### src/rtl/vram_dma.sv
// vram_dma -- byte-copy engine from system memory into the GPU VRAM write port.
//
// Copies up to MAX_LEN bytes from system memory into VRAM. The VRAM port is
// shared with direct CPU writes, and a CPU write always takes the port. A
// transfer can optionally be held to vertical blanking so that sprite tables
// are never updated mid-frame.
//
// Ports
//   cpu_clk, rst           clock (rising edge), synchronous active-high reset
//   cfg_start              one-cycle start strobe, accepted only when idle
//   cfg_src/dst/len        source address, VRAM destination, byte count
//   cfg_wait_vblank        copy only while vblank is high
//   vblank                 blanking level input
//   mem_rd_en/mem_addr     system memory read request, held until mem_gnt
//   mem_gnt/mem_rd_data    grant this cycle; data arrives the following cycle
//   cpu_vram_we/addr/data  direct CPU VRAM write, has priority over the DMA
//   vram_address/data/we   shared VRAM write port
//   select_pmf/select_obm  pattern (0x000-0x1FF) / object (0x800-0x8FF) select
//   busy, done, err        in progress, completion pulse, sticky start-while-busy
//
// state    | meaning
// ---------+------------------------------------------------------------
// IDLE     | waiting for cfg_start
// WAIT_VB  | start accepted with vblank wait, vblank still low
// XFER     | issuing reads and draining the skid FIFO into VRAM
// FINISH   | single cycle, done pulse

module vram_dma #(
  parameter int ADDR_W  = 12,
  parameter int SRC_W   = 16,
  parameter int MAX_LEN = 512
) (
  input  logic              cpu_clk,
  input  logic              rst,
  input  logic              cfg_start,
  input  logic [SRC_W-1:0]  cfg_src,
  input  logic [ADDR_W-1:0] cfg_dst,
  input  logic [9:0]        cfg_len,
  input  logic              cfg_wait_vblank,
  input  logic              vblank,
  output logic              mem_rd_en,
  output logic [SRC_W-1:0]  mem_addr,
  input  logic              mem_gnt,
  input  logic [7:0]        mem_rd_data,
  input  logic              cpu_vram_we,
  input  logic [ADDR_W-1:0] cpu_vram_addr,
  input  logic [7:0]        cpu_vram_data,
  output logic [ADDR_W-1:0] vram_address,
  output logic [7:0]        vram_data,
  output logic              vram_we,
  output logic              select_pmf,
  output logic              select_obm,
  output logic              busy,
  output logic              done,
  output logic              err
);

  typedef enum logic [1:0] {
    S_IDLE    = 2'd0,
    S_WAIT_VB = 2'd1,
    S_XFER    = 2'd2,
    S_FINISH  = 2'd3
  } state_t;

  localparam logic [9:0] LEN_CAP = 10'(MAX_LEN);

  state_t            state, state_nxt;
  logic [SRC_W-1:0]  src_q;
  logic [ADDR_W-1:0] dst_q;
  logic [9:0]        len_q;
  logic              wait_q;
  logic [9:0]        issued;
  logic [9:0]        written;
  logic              inflight;

  logic [7:0]        fifo_mem [2];
  logic              rd_ptr, wr_ptr;
  logic [1:0]        fifo_count;

  logic [9:0]        len_clamped;
  logic              start_ok;
  logic              gate_open;
  logic              dma_pop;
  logic              issue;
  logic [2:0]        slots_used;

  assign len_clamped = (cfg_len > LEN_CAP) ? LEN_CAP : cfg_len;
  assign start_ok    = cfg_start && (state == S_IDLE);
  assign gate_open   = !wait_q || vblank;

  // DMA drains only when the CPU leaves the port alone; suppressed in reset.
  assign dma_pop = !rst && (state == S_XFER) && (fifo_count != 2'd0) && !cpu_vram_we;

  // A slot is reserved for every read still in flight, so the FIFO cannot
  // overflow however long the CPU holds the port.
  assign slots_used = {1'b0, fifo_count} + {2'b00, inflight} - {2'b00, dma_pop};

  assign mem_rd_en = !rst && (state == S_XFER) && (issued < len_q) && gate_open
                     && (slots_used < 3'd2);
  assign mem_addr  = src_q + SRC_W'(issued);
  assign issue     = mem_rd_en && mem_gnt;

  always_comb begin
    vram_address = dst_q + ADDR_W'(written);
    vram_data    = fifo_mem[rd_ptr];
    vram_we      = dma_pop;
    if (cpu_vram_we) begin
      vram_address = cpu_vram_addr;
      vram_data    = cpu_vram_data;
      vram_we      = 1'b1;
    end
  end

  assign select_pmf = (vram_address < ADDR_W'('h200));
  assign select_obm = (vram_address >= ADDR_W'('h800)) && (vram_address <= ADDR_W'('h8FF));

  always_comb begin
    state_nxt = state;
    busy      = 1'b0;
    done      = 1'b0;
    case (state)
      S_IDLE: begin
        if (cfg_start) begin
          if (len_clamped == 10'd0)
            state_nxt = S_FINISH;
          else if (cfg_wait_vblank && !vblank)
            state_nxt = S_WAIT_VB;
          else
            state_nxt = S_XFER;
        end
      end
      S_WAIT_VB: begin
        busy = 1'b1;
        if (vblank)
          state_nxt = S_XFER;
      end
      S_XFER: begin
        busy = 1'b1;
        // Leave on the cycle of the last pop so done lands one cycle later.
        if ((written + 10'(dma_pop)) == len_q)
          state_nxt = S_FINISH;
      end
      S_FINISH: begin
        done      = 1'b1;
        state_nxt = S_IDLE;
      end
      default: state_nxt = S_IDLE;
    endcase
  end

  always_ff @(posedge cpu_clk) begin
    if (rst) begin
      state       <= S_IDLE;
      src_q       <= '0;
      dst_q       <= '0;
      len_q       <= '0;
      wait_q      <= 1'b0;
      issued      <= '0;
      written     <= '0;
      inflight    <= 1'b0;
      rd_ptr      <= 1'b0;
      wr_ptr      <= 1'b0;
      fifo_count  <= 2'd0;
      err         <= 1'b0;
      fifo_mem[0] <= 8'h00;
      fifo_mem[1] <= 8'h00;
    end else begin
      state <= state_nxt;

      if (start_ok) begin
        src_q   <= cfg_src;
        dst_q   <= cfg_dst;
        len_q   <= len_clamped;
        wait_q  <= cfg_wait_vblank;
        issued  <= '0;
        written <= '0;
        err     <= 1'b0;
      end else begin
        if (cfg_start)
          err <= 1'b1;
        if (issue)
          issued <= issued + 10'd1;
        if (dma_pop)
          written <= written + 10'd1;
      end

      // Data for a read granted last cycle is on mem_rd_data now.
      inflight <= issue;
      if (inflight) begin
        fifo_mem[wr_ptr] <= mem_rd_data;
        wr_ptr           <= ~wr_ptr;
      end
      if (dma_pop)
        rd_ptr <= ~rd_ptr;

      case ({inflight, dma_pop})
        2'b10:   fifo_count <= fifo_count + 2'd1;
        2'b01:   fifo_count <= fifo_count - 2'd1;
        default: fifo_count <= fifo_count;
      endcase
    end
  end

endmodule

### config.mk
export PLATFORM = sky130hd
export DESIGN_NAME = vram_dma
export DESIGN_NICKNAME = d
export VERILOG_FILES = /design/src/rtl/vram_dma.sv
export SDC_FILE = /design/constraint.sdc
export NUM_CORES = 1
export LEC_CHECK = 0
export ABC_AREA = 1
export ABC_CLOCK_PERIOD_IN_PS = 5500
export CAP_MARGIN = 10
export CORE_MARGIN = 8
export CORE_UTILIZATION = 50
export CTS_BUF_LIST = sky130_fd_sc_hd__clkbuf_2 sky130_fd_sc_hd__clkbuf_4 sky130_fd_sc_hd__clkbuf_8
export CTS_CLUSTER_SIZE = 40
export DETAILED_ROUTE_END_ITERATION = 12
export HOLD_SLACK_MARGIN = 0.15
export PLACE_DENSITY = 0.84
export RECOVER_POWER = 50
export SYNTH_ARGS = -nofsm -noshare
export SYNTH_HDL_FRONTEND = slang
export SYNTH_SLANG_ARGS = --single-unit
### constraint.sdc
create_clock -name cpu_clk -period 5.5 [get_ports cpu_clk]
set_input_delay 1.375 -clock cpu_clk [delete_from_list [all_inputs] [get_ports cpu_clk]]
set_output_delay 1.375 -clock cpu_clk [all_outputs]
set_load 0.02 [all_outputs]
==> flow_summary.ini, run 1 <==
[placement]
dp_hpwl_mm = 10.73
port_buffers = 115
placed_area_um2 = 6744
gp_congestion = 0.9164

[drt]
antenna_left = 0
route.detailed.drc = 0
first_iter_violations = 273
wirelength_mm = 13.72
dr.pass1.iters = 4
viasPerCell = 5.095
avgRoutedWirePerCell_um = 13.25
num_vias = 5273

[cells_and_area]
multi_input_area_um2 = 3119
fin_area_um2 = 6889
final_nets = 1005
final_common_cell = nand2_1
seq_area_um2 = 1842
final_cell_mix = 156 x nand2_1, 112 x nor2_1, 109 x clkdlybuf4s50_1
drive_gt1_share_pct = 5.475
diodes = 0
syn2layout_area_growth_pct = 27.31
fillerInstances = 984

[synth]
ys_top_cells_by_area = dfxtp_1 25%, nand2_1 11%, ha_1 9.0%, edfxtp_1 8.9%, nor2_1 7.7%
ys_warn_count = 0
syn_avg_cell_area_um2 = 7.019
synth_edf_count = 16
ys_seq_area_share_pct = 34.03
synthDominantCellAreaShare_pct = 25.16
synth_nets = 886
syn_inst = 771
ys_types = 40
synthesis.area_um2 = 5411
synth_top_area_cell = dfxtp_1
ys.flop_type = dfxtp_1
async_reset_ff_share_pct = 0
synth_seq_cells = 84

[power_and_ir_drop]
ir_drop_mv = 0.1730
p_leak_nw = 3.079
power_density_nw_per_um2 = 278.9

[timing]
rsz0062_at_grt = false
setup_violations = 0
period_share_pct = 93.20
finalClockSkew_ns = 0.01202
period_minus_slack_ns = 5.126
slew_headroom_pct = 9.692
worstMarginPinSlew_ns = 1.355
drv_slew = 0
setup-tns-final_ns = 0
max_freq_mhz = 195.1
hold_viol = 0

[run]
maxCapViolCount = 0

[clock_network]
clk_latency_ns = 0.36
h-tree-depth = 3
cts-root-buf = clkbuf_8
cts_buffers = 9
clkSlewWorstSetupHoldPaths_ns = 0.08
cts_tree = yes
cts.sinks = 84
clockBufferDepth = 2
cts_hold_buf = 0

[critical_path]
crit_chain = clkdlybuf4s50_1 -> nor2_1 -> o21ai_2 -> nor2_4 -> ha_1 -> or2_2 -> fa_1 -> inv_1 -> nor2_2 -> nand2_1 -> inv_1 -> dlymetal6s2s_1
r2r_cells = 9
crit_family = simple AND/OR/NAND/NOR gates
crit_arrival_ns = 3.75
start_kind = input port
endpoint_kind = output port
crit_top_cell = inv_1
r2r-start = state[0]
critPathRequiredTime_ns = 4.12
r2r_end = written[7]
cp_max_fo = 2
crit_slowest_cell = fa_1
critPathKind = input port to output port
reg2reg_slack_ns = 1.99
path_buf_inv = 4
slowest_delay_ns = 0.48

[grt]
grt_max_degree = 36
grt_use_total_pct = 19.25
grt_pass1_vias = 5090
grt-ovfl-total = 0
antenna_found_initial = 0
grt_first_pass_wirelength_mm = 22.97

[worst_hold_path]
min_to = src_q[15]
hold_path.class = flip-flop to flip-flop
whs_path_depth = 2
worstHoldStart = src_q[15]

[floorplan]
coreArea_um2 = 10700
fp.dieArea_um2 = 14410
rows = 38
die_y_um = 120.0
start_util_pct = 50.58
num_io_pins = 116
fp.dieW_um = 120.0

[run_status]
status = complete, no violations
through the flow:
step                      std cells  utilization [%]  hold slack, ns  setup slack [ns]  total power [W]
after floorplan                 771                -          0.4470            0.7282         0.001241
after global placement         1019            63.04          0.4596         -0.001183         0.001526
after detailed placement       1019            63.04          0.4707          -0.04141         0.001538
after CTS                      1035            64.74          0.4847          0.009672         0.001941
after global routing           1035            64.40          0.5119            0.2150         0.002048
final                          1035            64.40          0.4828            0.3739         0.001922
flip-flops by register name, summed over array words and instances, names as in the netlist, named ones only:
name / count
issued: 10
written: 10
fifo_mem: 16
wr_ptr: 1
len_q: 10
inflight: 1
rd_ptr: 1
dst_q: 12
fifo_count: 2
src_q: 16
wait_q: 1
state: 2
err: 1
metal layers:
layer	up-vias	wire length [um]	GRT usage [%]
met5	-	0	0
met4	0	176	6.479
met3	17	653	3.194
met2	112	6662	33.85
met1	2380	6226	23.32
li1	2764	-	-
worst max-delay path by stage:
stage | depth (start not counted) | end | slack [ns] | startpoint
5_1_grt | 12 | mem_rd_en | 0.21 | rst
3_3_place_gp | 12 | mem_rd_en | -0.001 | rst
6_report | 12 | mem_rd_en | 0.37 | rst
3_5_place_dp | 12 | mem_rd_en | -0.04 | rst
4_1_cts | 12 | mem_rd_en | 0.01 | rst
2_1_floorplan | 10 | mem_rd_en | 0.73 | rst
cells in the mapped netlist (7+ instances only):
library cell / count
edfxtp_1: 16
dfxtp_1: 68
nand2_1: 156
nor2_2: 8
nand3_1: 40
xor2_1: 21
nor3_1: 8
or2_2: 7
o21ai_0: 51
a21oi_1: 62
ha_1: 39
inv_1: 90
clkbuf_1: 14
nand4_1: 14
o22ai_1: 7
nor2_1: 111
xnor2_1: 7
cell families after synthesis:
| group | share of synthesized area, % |
|---|---|
| flops | 34.03 |
| compound gates | 14.52 |
| simple gates | 28.79 |
| buf+inv | 8.000 |
| fa+ha+maj | 10.13 |
| xor+xnor | 4.532 |
cell type report:
| cell class | count | share of cell area, % |
|---|---|---|
| multi-input combinational | 574 | 45.28 |
| sequential | 84 | 26.73 |
| timing repair buffer | 126 | 17.67 |
| inverter | 95 | 5.176 |
| tap | 140 | 2.543 |
| clock buffer | 10 | 1.907 |
| clock inverter | 6 | 0.6902 |
worst reg2reg max path, delay by kind of cell, from the launching register on:
kind	cells	cell delay, ns
DFF	1	0.40
adders and majority gates	1	0.22
and+or+nand+nor	2	0.44
buffers and inverters	5	1.96
AOI/OAI and AO/OA	1	0.39
repair_timing:
item | 4_1_cts | 5_1_grt
resized for setup | 1 | 1
endpoints found under the setup margin | 1 | 1
setup buffers | 0 | 0
report_power, final:
part	switching, W	internal [W]
Sequential	0.0000594	0.000712
Clock	0.000239	0.000172
Combinational	0.000423	0.000316
(Power assumes the default switching activity.)
==> inputs of run 2 (changes only) <==
--- a/config.mk
+++ b/config.mk
@@ -19,3 +19,4 @@
 export SYNTH_ARGS = -nofsm -noshare
 export SYNTH_HDL_FRONTEND = slang
 export SYNTH_SLANG_ARGS = --single-unit
+export TNS_END_PERCENT = 1
==> results of run 2 <==
The final DEF is identical to that of run 1; final timing and power are the same.
==> inputs of run 3 (changes only) <==
--- a/config.mk
+++ b/config.mk
@@ -7,7 +7,8 @@
 export LEC_CHECK = 0
 export ABC_AREA = 1
 export ABC_CLOCK_PERIOD_IN_PS = 5500
-export CAP_MARGIN = 10
+export CAP_MARGIN = 20
+export CORE_ASPECT_RATIO = 1.5
 export CORE_MARGIN = 8
 export CORE_UTILIZATION = 50
 export CTS_BUF_LIST = sky130_fd_sc_hd__clkbuf_2 sky130_fd_sc_hd__clkbuf_4 sky130_fd_sc_hd__clkbuf_8
==> flow_summary.ini, run 3 (same netlist as run 1, synthesis figures left out) <==
[run_status]
status = complete, no violations

[floorplan]
die_y_um = 143.4
fp.dieW_um = 100.9
fp.dieArea_um2 = 14480
num_io_pins = 116
start_util_pct = 51.10
coreArea_um2 = 10590
rows = 46

[timing]
finalClockSkew_ns = 0.01516
hold_viol = 0
drv_slew = 0
worst_slack_ns = 0.2718
rsz0062_at_grt = false
worst_hold_slack_ns = 0.4905
setup_violations = 0
period_share_pct = 95.06
worstMarginPinSlew_ns = 0.8886
slew_headroom_pct = 40.70
max_freq_mhz = 191.3
period_minus_slack_ns = 5.228

[cells_and_area]
diodes = 0
syn2layout_area_growth_pct = 27.54
fin_cells = 1037
final_nets = 1003
final_common_cell = nand2_1
fillerInstances = 978
top_regs = fifo_mem x16, src_q x16, dst_q x12
final_util_pct = 65.17
final_cell_mix = 156 x nand2_1, 111 x nor2_1, 109 x clkdlybuf4s50_1
drive_gt1_share_pct = 5.711

[power_and_ir_drop]
ir_drop_mv = 0.2373
p_leak_nw = 3.091
power_w = 0.001937
power_density_nw_per_um2 = 280.7

[critical_path]
crit_slowest_cell = clkdlybuf4s50_1
critPathKind = input port to output port
slowest_delay_ns = 0.43
path_buf_inv = 3
cp_max_fo = 2
crit_chain = clkdlybuf4s50_1 -> nor2_2 -> o21ai_2 -> nor2_4 -> ha_1 -> or2_2 -> fa_1 -> xor2_1 -> nor2_2 -> nand2_1 -> inv_1 -> dlygate4sd2_1
start_kind = input port
endpoint_kind = output port
crit_family = buffers and inverters
crit_arrival_ns = 3.85
critPathRequiredTime_ns = 4.12
r2r_cells = 8
crit_top_cell = nor2_2
path_depth = 12

[grt]
grt_use_met1_pct = 20.03
grt_first_pass_wirelength_mm = 23.39
grt_use_met2_pct = 38.43
antenna_found_initial = 0
grt_pass1_vias = 5244
top_usage_layer = met2
grt_use_total_pct = 20.19
use_met3_pct = 3.680
grt-ovfl-total = 0
grt_max_degree = 36

[drt]
avgRoutedWirePerCell_um = 14.11
viasPerCell = 5.202
antenna_left = 0
route.detailed.drc = 0
num_vias = 5394
dr.pass1.iters = 5
first_iter_violations = 280
wirelength_mm = 14.63

[clock_network]
cts_tree = yes
post_cts_resized = 1
clk_latency_ns = 0.37
cts_hold_buf = 0
clockBufferDepth = 2
post_cts_buffers = 0
cts-root-buf = clkbuf_8
cts_buffers = 9
h-tree-depth = 3
cts.sinks = 84
clkSlewWorstSetupHoldPaths_ns = 0.09

[placement]
place_inst = 1021
dp_hpwl_mm = 11.37
pre_cts_ws_ns = -0.05516
gp_congestion = 0.8954
port_buffers = 115

[worst_hold_path]
whs_path_depth = 2
hold_path.class = flip-flop to flip-flop

[run]
maxCapViolCount = 0
## run 3: final timing paths
path	slack, ns	to	start
setup / recovery	0.27	mem_rd_en	rst
hold / removal	0.49	wait_q	wait_q
setup reg to reg	2.04	written[7]	state[0]
hold reg to reg	0.49	wait_q	wait_q
## run 3: metrics by stage
step,setup TNS [ns],cell area (um2)
CTS,0,6913
floorplan,0,5411
global placement,0,6734
detailed placement,-0.05516,6734
finish,0,6902
global route,0,6902
## run 3: area by class of cell
| type | instances | area, um2 | area share [%] |
|---|---|---|---|
| Clock buffer | 9 | 123.9 | 1.795 |
| Clock inverter | 7 | 56.30 | 0.8158 |
| Inverter | 95 | 356.6 | 5.167 |
| Multi-Input combinational cell | 574 | 3137 | 45.45 |
| Sequential cell | 84 | 1842 | 26.69 |
| Tap cell | 144 | 180.2 | 2.611 |
| Timing Repair Buffer | 124 | 1206 | 17.48 |
## run 3: layer usage
layer	vias to the layer above	routed length [um]
met5	-	0
met1	2445	5481
met4	0	523
li1	2762	-
met2	157	7867
met3	30	755
## run 3: report_power, final
part           total [W]  switching [W]  internal (W)
Sequential      0.000768      0.0000563      0.000712
Combinational   0.000748       0.000433      0.000315
Clock           0.000421       0.000250      0.000170
## run 3: worst reg2reg max path, delay by kind of cell, from the launching register on
| family | cells | cell delay, ns |
|---|---|---|
| buffers and inverters | 4 | 1.65 |
| and+or+nand+nor | 2 | 0.58 |
| AOI/OAI and AO/OA | 1 | 0.46 |
| DFF | 1 | 0.42 |
| adders and majority gates | 1 | 0.23 |
